### src/rtl/mem_bus_pkg.sv
// Shared types and constants for the memory bus arbiter.
// The arbiter top (mem_bus_arbiter) imports this package.
package mem_bus_pkg;

  // Arbiter FSM states.
  typedef enum logic [1:0] {
    IDLE  = 2'd0,
    BUS_I = 2'd1,
    BUS_D = 2'd2
  } arb_state_e;

  // Access size encoding, shared by d_size and BSIZE.
  localparam logic [1:0] SZ_WORD = 2'b00;
  localparam logic [1:0] SZ_HALF = 2'b01;
  localparam logic [1:0] SZ_BYTE = 2'b10;

  // Command latched at grant and frozen for the whole bus transaction.
  typedef struct packed {
    logic [31:0] addr;
    logic        write;
    logic [1:0]  size;
    logic [31:0] wdata;
  } bus_cmd_t;

  // Fetches are always word-sized reads with no write data.
  function automatic bus_cmd_t fetch_cmd(input logic [31:0] addr);
    bus_cmd_t c;
    c.addr  = addr;
    c.write = 1'b0;
    c.size  = SZ_WORD;
    c.wdata = 32'h0;
    return c;
  endfunction

  // Load/store command, taken verbatim from the data port.
  function automatic bus_cmd_t data_cmd(input logic [31:0] addr,
                                        input logic        write,
                                        input logic [1:0]  size,
                                        input logic [31:0] wdata);
    bus_cmd_t c;
    c.addr  = addr;
    c.write = write;
    c.size  = size;
    c.wdata = wdata;
    return c;
  endfunction

endpackage

### src/rtl/mem_bus_arbiter_timeout_ctr.sv
// bus_timeout_ctr: wait-cycle counter for the memory bus arbiter.
// Counts cycles while enable_i is high and flags the cycle in which the
// count reaches TIMEOUT_CYCLES. Only instantiated when the arbiter is
// built with MEM_BUS_ARB_TIMEOUT_EN defined.
module bus_timeout_ctr #(
  parameter int unsigned TIMEOUT_CYCLES = 255,
  parameter int unsigned TO_W           = 8
) (
  input  logic clk,
  input  logic rst,
  input  logic clear_i,
  input  logic enable_i,
  output logic expired_o
);

  localparam logic [TO_W-1:0] LIMIT = TO_W'(TIMEOUT_CYCLES);

  logic [TO_W-1:0] cnt_q;
  logic [TO_W-1:0] cnt_d;
  logic [TO_W-1:0] cnt_inc;

  assign cnt_inc = cnt_q + 1'b1;

  // Expired in the wait cycle whose increment lands on the limit, so the
  // abort takes effect at the end of the TIMEOUT_CYCLES-th wait cycle.
  assign expired_o = enable_i & (cnt_inc == LIMIT);

  // Next count: clear wins, saturate at the limit.
  always_comb begin
    cnt_d = cnt_q;
    if (clear_i) begin
      cnt_d = '0;
    end else if (enable_i && (cnt_q != LIMIT)) begin
      cnt_d = cnt_inc;
    end
  end

  // Counter register.
  always_ff @(posedge clk or negedge rst) begin
    if (!rst) begin
      cnt_q <= '0;
    end else begin
      cnt_q <= cnt_d;
    end
  end

endmodule

### src/rtl/mem_bus_arbiter.sv
// mem_bus_arbiter: shares one external memory bus between the instruction
// fetch port and the load/store data port. Data has fixed priority.
// Optional build macro MEM_BUS_ARB_TIMEOUT_EN adds a wait-cycle timeout that
// aborts a transaction and pulses bus_err; without it the FSM waits forever
// for BACK_n and bus_err is constant 0.
//
// Handshake: a requester raises req with its fields and holds them until it
// sees its ready pulse (one cycle). A request is only eligible while the
// same requester's ready is low, which masks the cycle in which it is still
// dropping req. Fields are sampled once at grant; later changes are ignored.
module mem_bus_arbiter
  import mem_bus_pkg::*;
#(
  parameter int unsigned TIMEOUT_CYCLES = 255,
  parameter int unsigned TO_W           = 8
) (
  input  logic        clk,
  input  logic        rst,
  // fetch port
  input  logic        if_req,
  input  logic [31:0] if_addr,
  output logic [31:0] if_rdata,
  output logic        if_ready,
  // data port
  input  logic        d_req,
  input  logic        d_write,
  input  logic [1:0]  d_size,
  input  logic [31:0] d_addr,
  input  logic [31:0] d_wdata,
  output logic [31:0] d_rdata,
  output logic        d_ready,
  // core status
  output logic        stall,
  output logic        bus_err,
  // external memory bus
  output logic [31:0] BAD,
  output logic        BREQ,
  output logic        BWRITE,
  output logic [1:0]  BSIZE,
  output logic [31:0] BDT_o,
  output logic        BDT_oe,
  input  logic [31:0] BDT_i,
  input  logic        BACK_n
);

  arb_state_e  state_q, state_d;
  bus_cmd_t    cmd_q, cmd_d;
  logic [31:0] if_rdata_q, if_rdata_d;
  logic [31:0] d_rdata_q, d_rdata_d;
  logic        if_ready_q, if_ready_d;
  logic        d_ready_q, d_ready_d;
  logic        bus_err_q, bus_err_d;

  logic        busy;
  logic        ack;
  logic        abort;
  logic        d_elig;
  logic        if_elig;

  assign busy    = (state_q != IDLE);
  // BACK_n only matters while a transaction is on the bus.
  assign ack     = busy & ~BACK_n;
  assign d_elig  = d_req & ~d_ready_q;
  assign if_elig = if_req & ~if_ready_q;

`ifdef MEM_BUS_ARB_TIMEOUT_EN
  logic to_expired;

  // Counter is held clear in IDLE, so it starts from zero at every grant.
  bus_timeout_ctr #(
    .TIMEOUT_CYCLES(TIMEOUT_CYCLES),
    .TO_W          (TO_W)
  ) u_timeout (
    .clk      (clk),
    .rst      (rst),
    .clear_i  (~busy),
    .enable_i (busy & BACK_n),
    .expired_o(to_expired)
  );

  // An acknowledge in the same cycle as the timeout completes normally.
  assign abort = to_expired & ~ack;
`else
  logic [TO_W-1:0] unused_timeout_cfg;

  assign unused_timeout_cfg = TO_W'(TIMEOUT_CYCLES);
  assign abort              = 1'b0;
`endif

  // Next-state and datapath: arbitrate in IDLE, complete on ack or abort.
  always_comb begin
    state_d    = state_q;
    cmd_d      = cmd_q;
    if_rdata_d = if_rdata_q;
    d_rdata_d  = d_rdata_q;
    if_ready_d = 1'b0;
    d_ready_d  = 1'b0;
    bus_err_d  = 1'b0;
    unique case (state_q)
      IDLE: begin
        if (d_elig) begin
          state_d = BUS_D;
          cmd_d   = data_cmd(d_addr, d_write, d_size, d_wdata);
        end else if (if_elig) begin
          state_d = BUS_I;
          cmd_d   = fetch_cmd(if_addr);
        end
      end
      BUS_I: begin
        if (ack) begin
          state_d    = IDLE;
          if_rdata_d = BDT_i;
          if_ready_d = 1'b1;
        end else if (abort) begin
          state_d    = IDLE;
          if_rdata_d = 32'h0;
          if_ready_d = 1'b1;
          bus_err_d  = 1'b1;
        end
      end
      BUS_D: begin
        if (ack) begin
          state_d   = IDLE;
          d_rdata_d = cmd_q.write ? 32'h0 : BDT_i;
          d_ready_d = 1'b1;
        end else if (abort) begin
          state_d   = IDLE;
          d_rdata_d = 32'h0;
          d_ready_d = 1'b1;
          bus_err_d = 1'b1;
        end
      end
      default: begin
        state_d = IDLE;
      end
    endcase
  end

  // State, command and response registers; reset abandons any transaction.
  always_ff @(posedge clk or negedge rst) begin
    if (!rst) begin
      state_q    <= IDLE;
      cmd_q      <= '0;
      if_rdata_q <= 32'h0;
      d_rdata_q  <= 32'h0;
      if_ready_q <= 1'b0;
      d_ready_q  <= 1'b0;
      bus_err_q  <= 1'b0;
    end else begin
      state_q    <= state_d;
      cmd_q      <= cmd_d;
      if_rdata_q <= if_rdata_d;
      d_rdata_q  <= d_rdata_d;
      if_ready_q <= if_ready_d;
      d_ready_q  <= d_ready_d;
      bus_err_q  <= bus_err_d;
    end
  end

  assign if_rdata = if_rdata_q;
  assign if_ready = if_ready_q;
  assign d_rdata  = d_rdata_q;
  assign d_ready  = d_ready_q;
  assign bus_err  = bus_err_q;

  assign stall    = (if_req & ~if_ready_q) | (d_req & ~d_ready_q);

  assign BREQ     = busy;
  assign BAD      = cmd_q.addr;
  assign BWRITE   = busy & cmd_q.write;
  assign BSIZE    = cmd_q.size;
  assign BDT_o    = cmd_q.wdata;
  assign BDT_oe   = BREQ & BWRITE;

endmodule

### config.mk
export PLATFORM = sky130hd
export DESIGN_NAME = mem_bus_arbiter
export DESIGN_NICKNAME = d
export VERILOG_FILES = /design/src/rtl/mem_bus_pkg.sv /design/src/rtl/mem_bus_arbiter_timeout_ctr.sv /design/src/rtl/mem_bus_arbiter.sv
export SDC_FILE = /design/constraint.sdc
export NUM_CORES = 1
export LEC_CHECK = 0
export CELL_PAD_IN_SITES_DETAIL_PLACEMENT = 1
export CELL_PAD_IN_SITES_GLOBAL_PLACEMENT = 1
export CORE_ASPECT_RATIO = 0.6
export CORE_MARGIN = 2
export CORE_UTILIZATION = 29
export DETAILED_ROUTE_END_ITERATION = 10
export HOLD_SLACK_MARGIN = 0.15
export PLACE_DENSITY_LB_ADDON = 0.1
export SETUP_SLACK_MARGIN = 0.5
export SYNTH_ARGS = -nofsm -noshare
export SYNTH_HDL_FRONTEND = slang
export SYNTH_SLANG_ARGS = --single-unit
### constraint.sdc
create_clock -name clk -period 1.7 [get_ports clk]
set_input_delay 0.51 -clock clk [delete_from_list [all_inputs] [get_ports clk]]
set_output_delay 0.51 -clock clk [all_outputs]
set_load 0.02 [all_outputs]
# Word level (Yosys, flattened, before mapping)
# Index checks and enable logic that the tools add are counted.
# W data, S select, Z words.
op_classes:
  eq_ne: 4
  n_mux: 10
  n_bitwise: 9
  reduce_logical: 8
ops:
  columns: ["cell", "count"]
  rows:
  - ["$mux W67", 2]
  - ["$mux W32", 1]
  - ["$reduce_and A2 Y1", 4]
  - ["$mux W2", 3]
  - ["$and A1 B1 Y1", 5]
  - ["$pmux W2 S2", 1]
  - ["$reduce_bool A2 Y1", 2]
  - ["$mux W1", 3]
  - ["$ne A3 B3 Y1 const B", 1]
  - ["$not A1 Y1", 3]
  - ["$eq A2 B1 Y1 const B", 1]
  - ["$eq A2 B2 Y1 const B", 1]
  - ["$logic_not A2 Y1", 1]
  - ["$ne A2 B1 Y1 const B", 1]
  - ["$reduce_or A2 Y1", 1]
  - ["$or A1 B1 Y1", 1]
word_totals:
  register_bits: 135
  input_bits: 136
  output_inout_bits: 137
  word_cells: 40

# Depth between registers and ports, before layout
# Gate-level depths: netlist of the first run.
logic_depth:
  ltp_word: 5
  mapped_depth: 7
  ltp_nobuf: 5

# Worst setup path before layout of the first run
# OpenSTA, ideal clock, no wires.
synth_path:
  path_type: "register to output"
  from: "reg state_q[0]"
  to: "out BWRITE"
  arrival_time_ns: 1.222
  required_time_ns: 1.190
  path_slack_ns: -0.032
  path_stages_with_launch: 5
  n_path_buf: 1
  path_cell_list: "dfrtp_1 inv_1 ha_1 nor2b_1 buf_4"
synth_between:
  elab_chain_cells: 2
synth_lines:
  columns: ["element", "line_no", "text"]
  rows:
  - ["start: declaration", "mem_bus_arbiter.sv:46", "arb_state_e state_q, state_d;"]
  - ["start signal: assignment", "mem_bus_arbiter.sv:150", "state_q <= state_d;"]
  - ["$reduce_bool A2 Y1", "mem_bus_arbiter.sv:60", "assign busy = (state_q != IDLE);"]
  - ["$and A1 B1 Y1", "mem_bus_arbiter.sv:170", "assign BWRITE = busy & cmd_q.write;"]
  - ["end: declaration", "mem_bus_arbiter.sv:38", "output logic BWRITE,"]
# No other way between the ends.

# Worst setup path in the final report of the first run
layout_path:
  from: "reg state_q[0]"
  to: "out BDT_oe"
layout_between:
  elab_chain_cells: 3
layout_lines:
  columns: ["element", "line_no", "text"]
  rows:
  - ["$reduce_bool A2 Y1 (*)", "mem_bus_arbiter.sv:60", null]
  - ["$and A1 B1 Y1", "mem_bus_arbiter.sv:170", null]
  - ["$and A1 B1 Y1 (*)", "mem_bus_arbiter.sv:173", "assign BDT_oe = BREQ & BWRITE;"]
  - ["end: declaration", "mem_bus_arbiter.sv:41", "output logic BDT_oe,"]
# Every way passes the cells marked *; elsewhere a longest branch is shown, timed or not.

==> impl_metrics.json, run 1 <==
{
  "dieArea_um2": 22300,
  "leakagePower_uw": 0.00527,
  "cts_buffer_depth": 2,
  "syn-num-nets": 621,
  "via_per_inst": 4.49,
  "initial_utilization": 0.293,
  "grt_pass1_vias": 5216,
  "post-route-period-util": 1.07,
  "routed_wirelength_mm": 21.5,
  "dp_slack_ns": -0.621,
  "final_cells": 1089,
  "drive_gt1_frac": 0.523,
  "pin_count": 273,
  "finalSetupTns_ns": -4.34,
  "final_nets": 936,
  "syn_area_um2": 6120,
  "status": "complete, but fails checks",
  "placedCellCount": 957,
  "synth_warnings": 0,
  "fill_cells": 2093,
  "cellPowerDensity_nw_per_um2": 1980,
  "max_freq_mhz": 550,
  "rsz0062_at_grt": "yes",
  "first_pass_iters": 6,
  "finalPower_uw": 22100,
  "crit_path_start_kind": "flop",
  "maxCapViolCount": 0,
  "required_ns": 1.19,
  "areaGrowthSynthToFinish_pct": 82.5,
  "avgSynthCellArea_um2": 12.7,
  "final_antenna_net_count": 0,
  "port_buffers": 271,
  "layout_commonest_cell": "buf_6",
  "grt_max_degree": 59,
  "syn_inst": 482,
  "cts_root_buffer": "clkbuf_16",
  "route.detailed.drc": 0,
  "grt.total_usage": 0.186,
  "diodes": 0,
  "fin_ws_ns": -0.117,
  "detailed_place_hpwl_mm": 12.5,
  "die_h_um": 117,
  "cts_tree": "done",
  "grt_overflow_total": 0,
  "slew_violations": 0,
  "fin_util": 0.535,
  "hold_path.class": "flop to flop",
  "synth_cell_types": 26,
  "final_cell_mix": "buf_6 (154), dfrtp_1 (134), clkdlybuf4s50_1 (132)",
  "htree_levels": 4,
  "vias": 4885,
  "skew_ns": 0.00928,
  "critPathKind": "flop to output port",
  "clk_transition_reported_paths_ns": 0.06,
  "hold_violations": 0,
  "synth_seq_cells": 135,
  "ys_seq_area_frac": 0.552,
  "row_count": 41,
  "crit_fanout": 4,
  "arrival_ns": 1.31,
  "core-area_um2": 20900,
  "drtIter0Drc": 140,
  "antenna_found_initial": 0,
  "clk_latency_ns": 0.43,
  "die_x_um": 192,
  "grt_pass1_wl_mm": 30.8,
  "finalSetupViolations": 79,
  "wire_per_inst_um": 19.8,
  "fin_crit_ns": 1.82,
  "violations": "negative setup slack",
  "vdd_drop_max_uv": 848,
  "cts_num_sinks": 135,
  "gp_congestion": 0.777,
  "end_kind": "output port",
  "numCtsBuffers": 17
}
critical path: stages, from the launching register on:
cell	delay, ns
dfrtp_1	0.36
inv_2	0.07
ha_4	0.18
nor2b_4	0.15
buf_6	0.13
metrics by stage:
step / hold WS, ns / area (um^2)
final: 0.508 / 11200
after global routing: 0.524 / 11200
after CTS: 0.492 / 10600
after detailed placement: 0.380 / 8850
after global placement: 0.380 / 8850
after floorplan: 0.214 / 6310
state kept, by name, summed over array words and instances, names as in the netlist:
register and count:
BAD 32, BDT_o 32, d_rdata 32, if_rdata 32
BSIZE 2, state_q 2, cmd_q 1, d_ready 1
if_ready 1
cell families after synthesis:
kind of cell | after synthesis | synth area share
AO/OA/AOI/OAI | 73 | 0.0824
flip-flops | 135 | 0.552
buffers and inverters | 101 | 0.117
AND/OR/NAND/NOR | 73 | 0.0648
multiplexers | 96 | 0.177
adder cells (fa/ha/maj) | 3 | 0.00613
other | 1 | 0.000613
synth_stat cells:
cell      instances  area, um^2
and3b_1           1        8.76
mux2_1            8        90.1
a21oi_1           1        5.00
inv_1             5        18.8
or3b_1            1        8.76
nand2_1          33         124
nor3b_2           1        12.5
buf_2            10        50.1
a22o_1           35         307
or4b_1            1        10.0
buf_6             8        90.1
mux2_2           88         991
dfrtp_1         135        3380
nand2b_1         33         206
ha_1              3        37.5
clkbuf_1          7        26.3
nor2b_1           1        6.26
o21ai_0          23         115
o31ai_1           1        7.51
a21o_1            1        7.51
conb_1            1        3.75
buf_4            71         533
o21ai_1          11        55.1
a22oi_1           1        7.51
and2_1            1        6.26
nand2b_4          1        13.8
metal layers:
| metal | wire length, um | track usage | vias to the layer above |
|---|---|---|---|
| met1 | 9610 | 0.238 | 2477 |
| met5 | 0 | 0 | - |
| met3 | 1650 | 0.0697 | 22 |
| li1 | - | - | 2224 |
| met4 | 280 | 0.0579 | 0 |
| met2 | 10000 | 0.295 | 162 |
power breakdown:
group,internal [uW],total [uW],switching (uW)
registers,4730,5870,1150
clock network,2220,3620,1400
logic,7370,12600,5240
total,14300,22100,7790
final cells by class:
class,instances,area (um^2),share of cell area
flip-flops and latches,135,3380,0.303
clock inverters,9,100,0.00896
repair buffers,391,4360,0.391
clock buffers,23,468,0.0419
well taps,279,349,0.0313
inverters,5,18.8,0.00168
multi-input cells,247,2490,0.223
path summary, 6_finish.rpt:
check	start	to	slack (ns)	depth (start not counted)
worst max-delay path	state_q[0]$_DFFE_PN0P_	BDT_oe	-0.12	4
worst min-delay path	d_rdata[12]$_DFFE_PN0P_	d_rdata[12]$_DFFE_PN0P_	0.51	2
worst max register to register	state_q[0]$_DFFE_PN0P_	if_rdata[10]$_DFFE_PN0P_	-0.10	8
worst min register to register	d_rdata[12]$_DFFE_PN0P_	d_rdata[12]$_DFFE_PN0P_	0.51	2
max in group asynchronous	rst	BDT_o[26]$_DFFE_PN0P_	0.59	3
min in group asynchronous	rst	if_rdata[14]$_DFFE_PN0P_	0.52	2
timing repair:
item	in CTS	in global routing
setup buffers	37	43
gates cloned	16	3
pin swaps	30	14
hold buffers	1	0
setup endpoints to repair	271	271
endpoints found under the hold margin	17	0
resized for setup	893	52
No activity file was read; power rests on OpenSTA's default activity.
==> run 2: changes to the inputs <==
--- a/config.mk
+++ b/config.mk
@@ -13,7 +13,7 @@
 export DETAILED_ROUTE_END_ITERATION = 10
 export HOLD_SLACK_MARGIN = 0.15
 export PLACE_DENSITY_LB_ADDON = 0.1
-export SETUP_SLACK_MARGIN = 0.5
+export SETUP_SLACK_MARGIN = 0.02
 export SYNTH_ARGS = -nofsm -noshare
 export SYNTH_HDL_FRONTEND = slang
 export SYNTH_SLANG_ARGS = --single-unit
==> run 2 against run 1 <==
Net effect:
- total power shrank 14%
- clock skew grew 0.0014 ns
- cell area decreased by 9.7%
- critical path type unchanged
- flip-flop and latch count did not move
- highest routed layer unchanged
- the run still ends with negative setup slack left
- die area unchanged
- global-route usage is 0.42 points lower
==> impl_metrics.json, run 2 (same netlist as run 1, synthesis figures left out) <==
{
  "initial_utilization": 0.293,
  "port_buffers": 271,
  "hold_path.class": "flop to flop",
  "vdd_drop_max_uv": 757,
  "dpl_cell_area_um2": 8740,
  "leakagePower_uw": 0.00456,
  "slowest_stage": "dfrtp_1",
  "areaGrowthSynthToFinish_pct": 64.8,
  "maxCapViolCount": 0,
  "post-route-period-util": 1.07,
  "critPathKind": "flop to output port",
  "power_frac_seq": 0.290,
  "p_switching_uw": 7030,
  "cts_root_buffer": "clkbuf_16",
  "first_pass_iters": 4,
  "cts_num_sinks": 135,
  "slew_violations": 0,
  "arrival_ns": 1.31,
  "required_ns": 1.19,
  "core-area_um2": 20900,
  "row_count": 41,
  "fin_ws_ns": -0.118,
  "end_kind": "output port",
  "detailed_place_hpwl_mm": 12.9,
  "clk_latency_ns": 0.43,
  "final_area_um2": 10100,
  "antenna_found_initial": 0,
  "grt_pass1_vias": 5065,
  "cp_num_buf_inv": 2,
  "drive_gt1_frac": 0.310,
  "grt.total_usage": 0.182,
  "finalSetupViolations": 56,
  "skew_ns": 0.0107,
  "critPathMaxStageDelay_ns": 0.37,
  "drtIter0Drc": 119,
  "power_frac_clock": 0.212,
  "rsz0062_at_grt": "yes",
  "crit_fanout": 4,
  "gp_congestion": 0.759,
  "hold_violations": 0,
  "die_h_um": 117,
  "pin_count": 273,
  "cellPowerDensity_nw_per_um2": 1880,
  "route.detailed.drc": 0,
  "cp_top_family": "flip-flops",
  "violations": "negative setup slack",
  "placedCellCount": 959,
  "grt_overflow_total": 0,
  "routed_wirelength_mm": 20.7,
  "p_int_uw": 11900,
  "vias": 4595,
  "htree_levels": 4,
  "final_cells": 1024,
  "final_antenna_net_count": 0,
  "via_per_inst": 4.49,
  "grt_pass1_wl_mm": 30.0,
  "max_freq_mhz": 550,
  "grt_max_degree": 51,
  "final_nets": 871,
  "combPwrFrac": 0.498,
  "diodes": 0,
  "cts_tree": "done",
  "wire_per_inst_um": 20.2,
  "status": "complete, but fails checks",
  "layout_commonest_cell": "dfrtp_1",
  "crit_path_start_kind": "flop",
  "fin_crit_ns": 1.82,
  "cts_buffer_depth": 2,
  "register_area_um2": 3380,
  "dieArea_um2": 22300,
  "numCtsBuffers": 17,
  "die_x_um": 192,
  "final_cell_mix": "dfrtp_1 (135), clkdlybuf4s50_1 (132), mux2_2 (82)",
  "switching_share": 0.371,
  "clk_transition_reported_paths_ns": 0.06,
  "multiInputGateArea_um2": 2200,
  "crit_path_cell_trace": "inv_2, ha_4, nor2b_4, buf_6",
  "fill_cells": 2177
}
## run 2: cell count changes in the layout (fill, tap and decap cells not counted), moves of 4 or more
cell	delta
buf_4	-56
buf_6	-143
clkbuf_1	-4
clkbuf_2	+23
clkdlybuf4s15_1	+78
dlygate4sd2_1	+29
mux2_1	+8
mux2_2	+60
mux2_4	-68
nand2_1	+11
nand2_2	-9
o21ai_0	+6
o21ai_1	-5
## run 2: path summary, 6_finish.rpt
path	cells after the start	end	slack, ns	start
max in group asynchronous	3	BDT_o[21]$_DFFE_PN0P_	0.59	rst
worst min register to register	2	d_rdata[16]$_DFFE_PN0P_	0.48	d_rdata[16]$_DFFE_PN0P_
worst max register to register	8	if_rdata[3]$_DFFE_PN0P_	-0.11	state_q[1]$_DFFE_PN0P_
worst max-delay path	4	BDT_oe	-0.12	state_q[1]$_DFFE_PN0P_
min in group asynchronous	2	if_rdata[15]$_DFFE_PN0P_	0.51	rst
worst min-delay path	2	d_rdata[16]$_DFFE_PN0P_	0.48	d_rdata[16]$_DFFE_PN0P_
## run 2: area by class of cell
cell class / instances / area share
Clock buffer: 20 / 0.0463
Multi-Input combinational cell: 248 / 0.218
Inverter: 5 / 0.00186
Clock inverter: 12 / 0.0172
Timing Repair Buffer: 325 / 0.347
Tap cell: 279 / 0.0346
Sequential cell: 135 / 0.335
## run 2: what timing repair did
item / in CTS / in global routing
setup buffers: 14 / 1
setup endpoints to repair: 268 / 231
endpoints found under the hold margin: 23 / 0
gates cloned: 14 / 7
resized for setup: 235 / 135
pin swaps: 4 / 7
hold buffers: 1 / 0
## run 2: worst min-delay path: stages, from the launching register on
cell and delay, ns:
dfrtp_1 0.34, nand2_1 0.06, o21ai_2 0.05
## run 2: through the flow
step	setup TNS (ns)	utilization	hold WS (ns)	total power, uW	worst slack (ns)
finish	-3.65	0.483	0.475	18900	-0.118
global route	-6.96	0.483	0.506	20000	-0.173
CTS	-3.97	0.473	0.482	18400	-0.160
detailed placement	-49.04	0.419	0.402	14400	-0.663
global placement	-47.07	0.419	0.395	14200	-0.632
floorplan	0	-	0.214	11000	0.0155
## run 2: metal layers
metal,vias to the layer above,global-route usage,part of all wire
li1,2104,-,-
met1,2332,0.235,0.46
met2,147,0.281,0.45
met3,12,0.0733,0.077
met4,0,0.0554,0.0098
met5,-,0,0
## run 2: power by group through the flow
stage	clock network [uW]	registers [uW]	logic (uW)
finish	4010	5500	9430
global route	4270	5700	10000
CTS	4120	5460	8840
detailed placement	0	5540	8850
global placement	0	5460	8730
floorplan	0	6230	4820
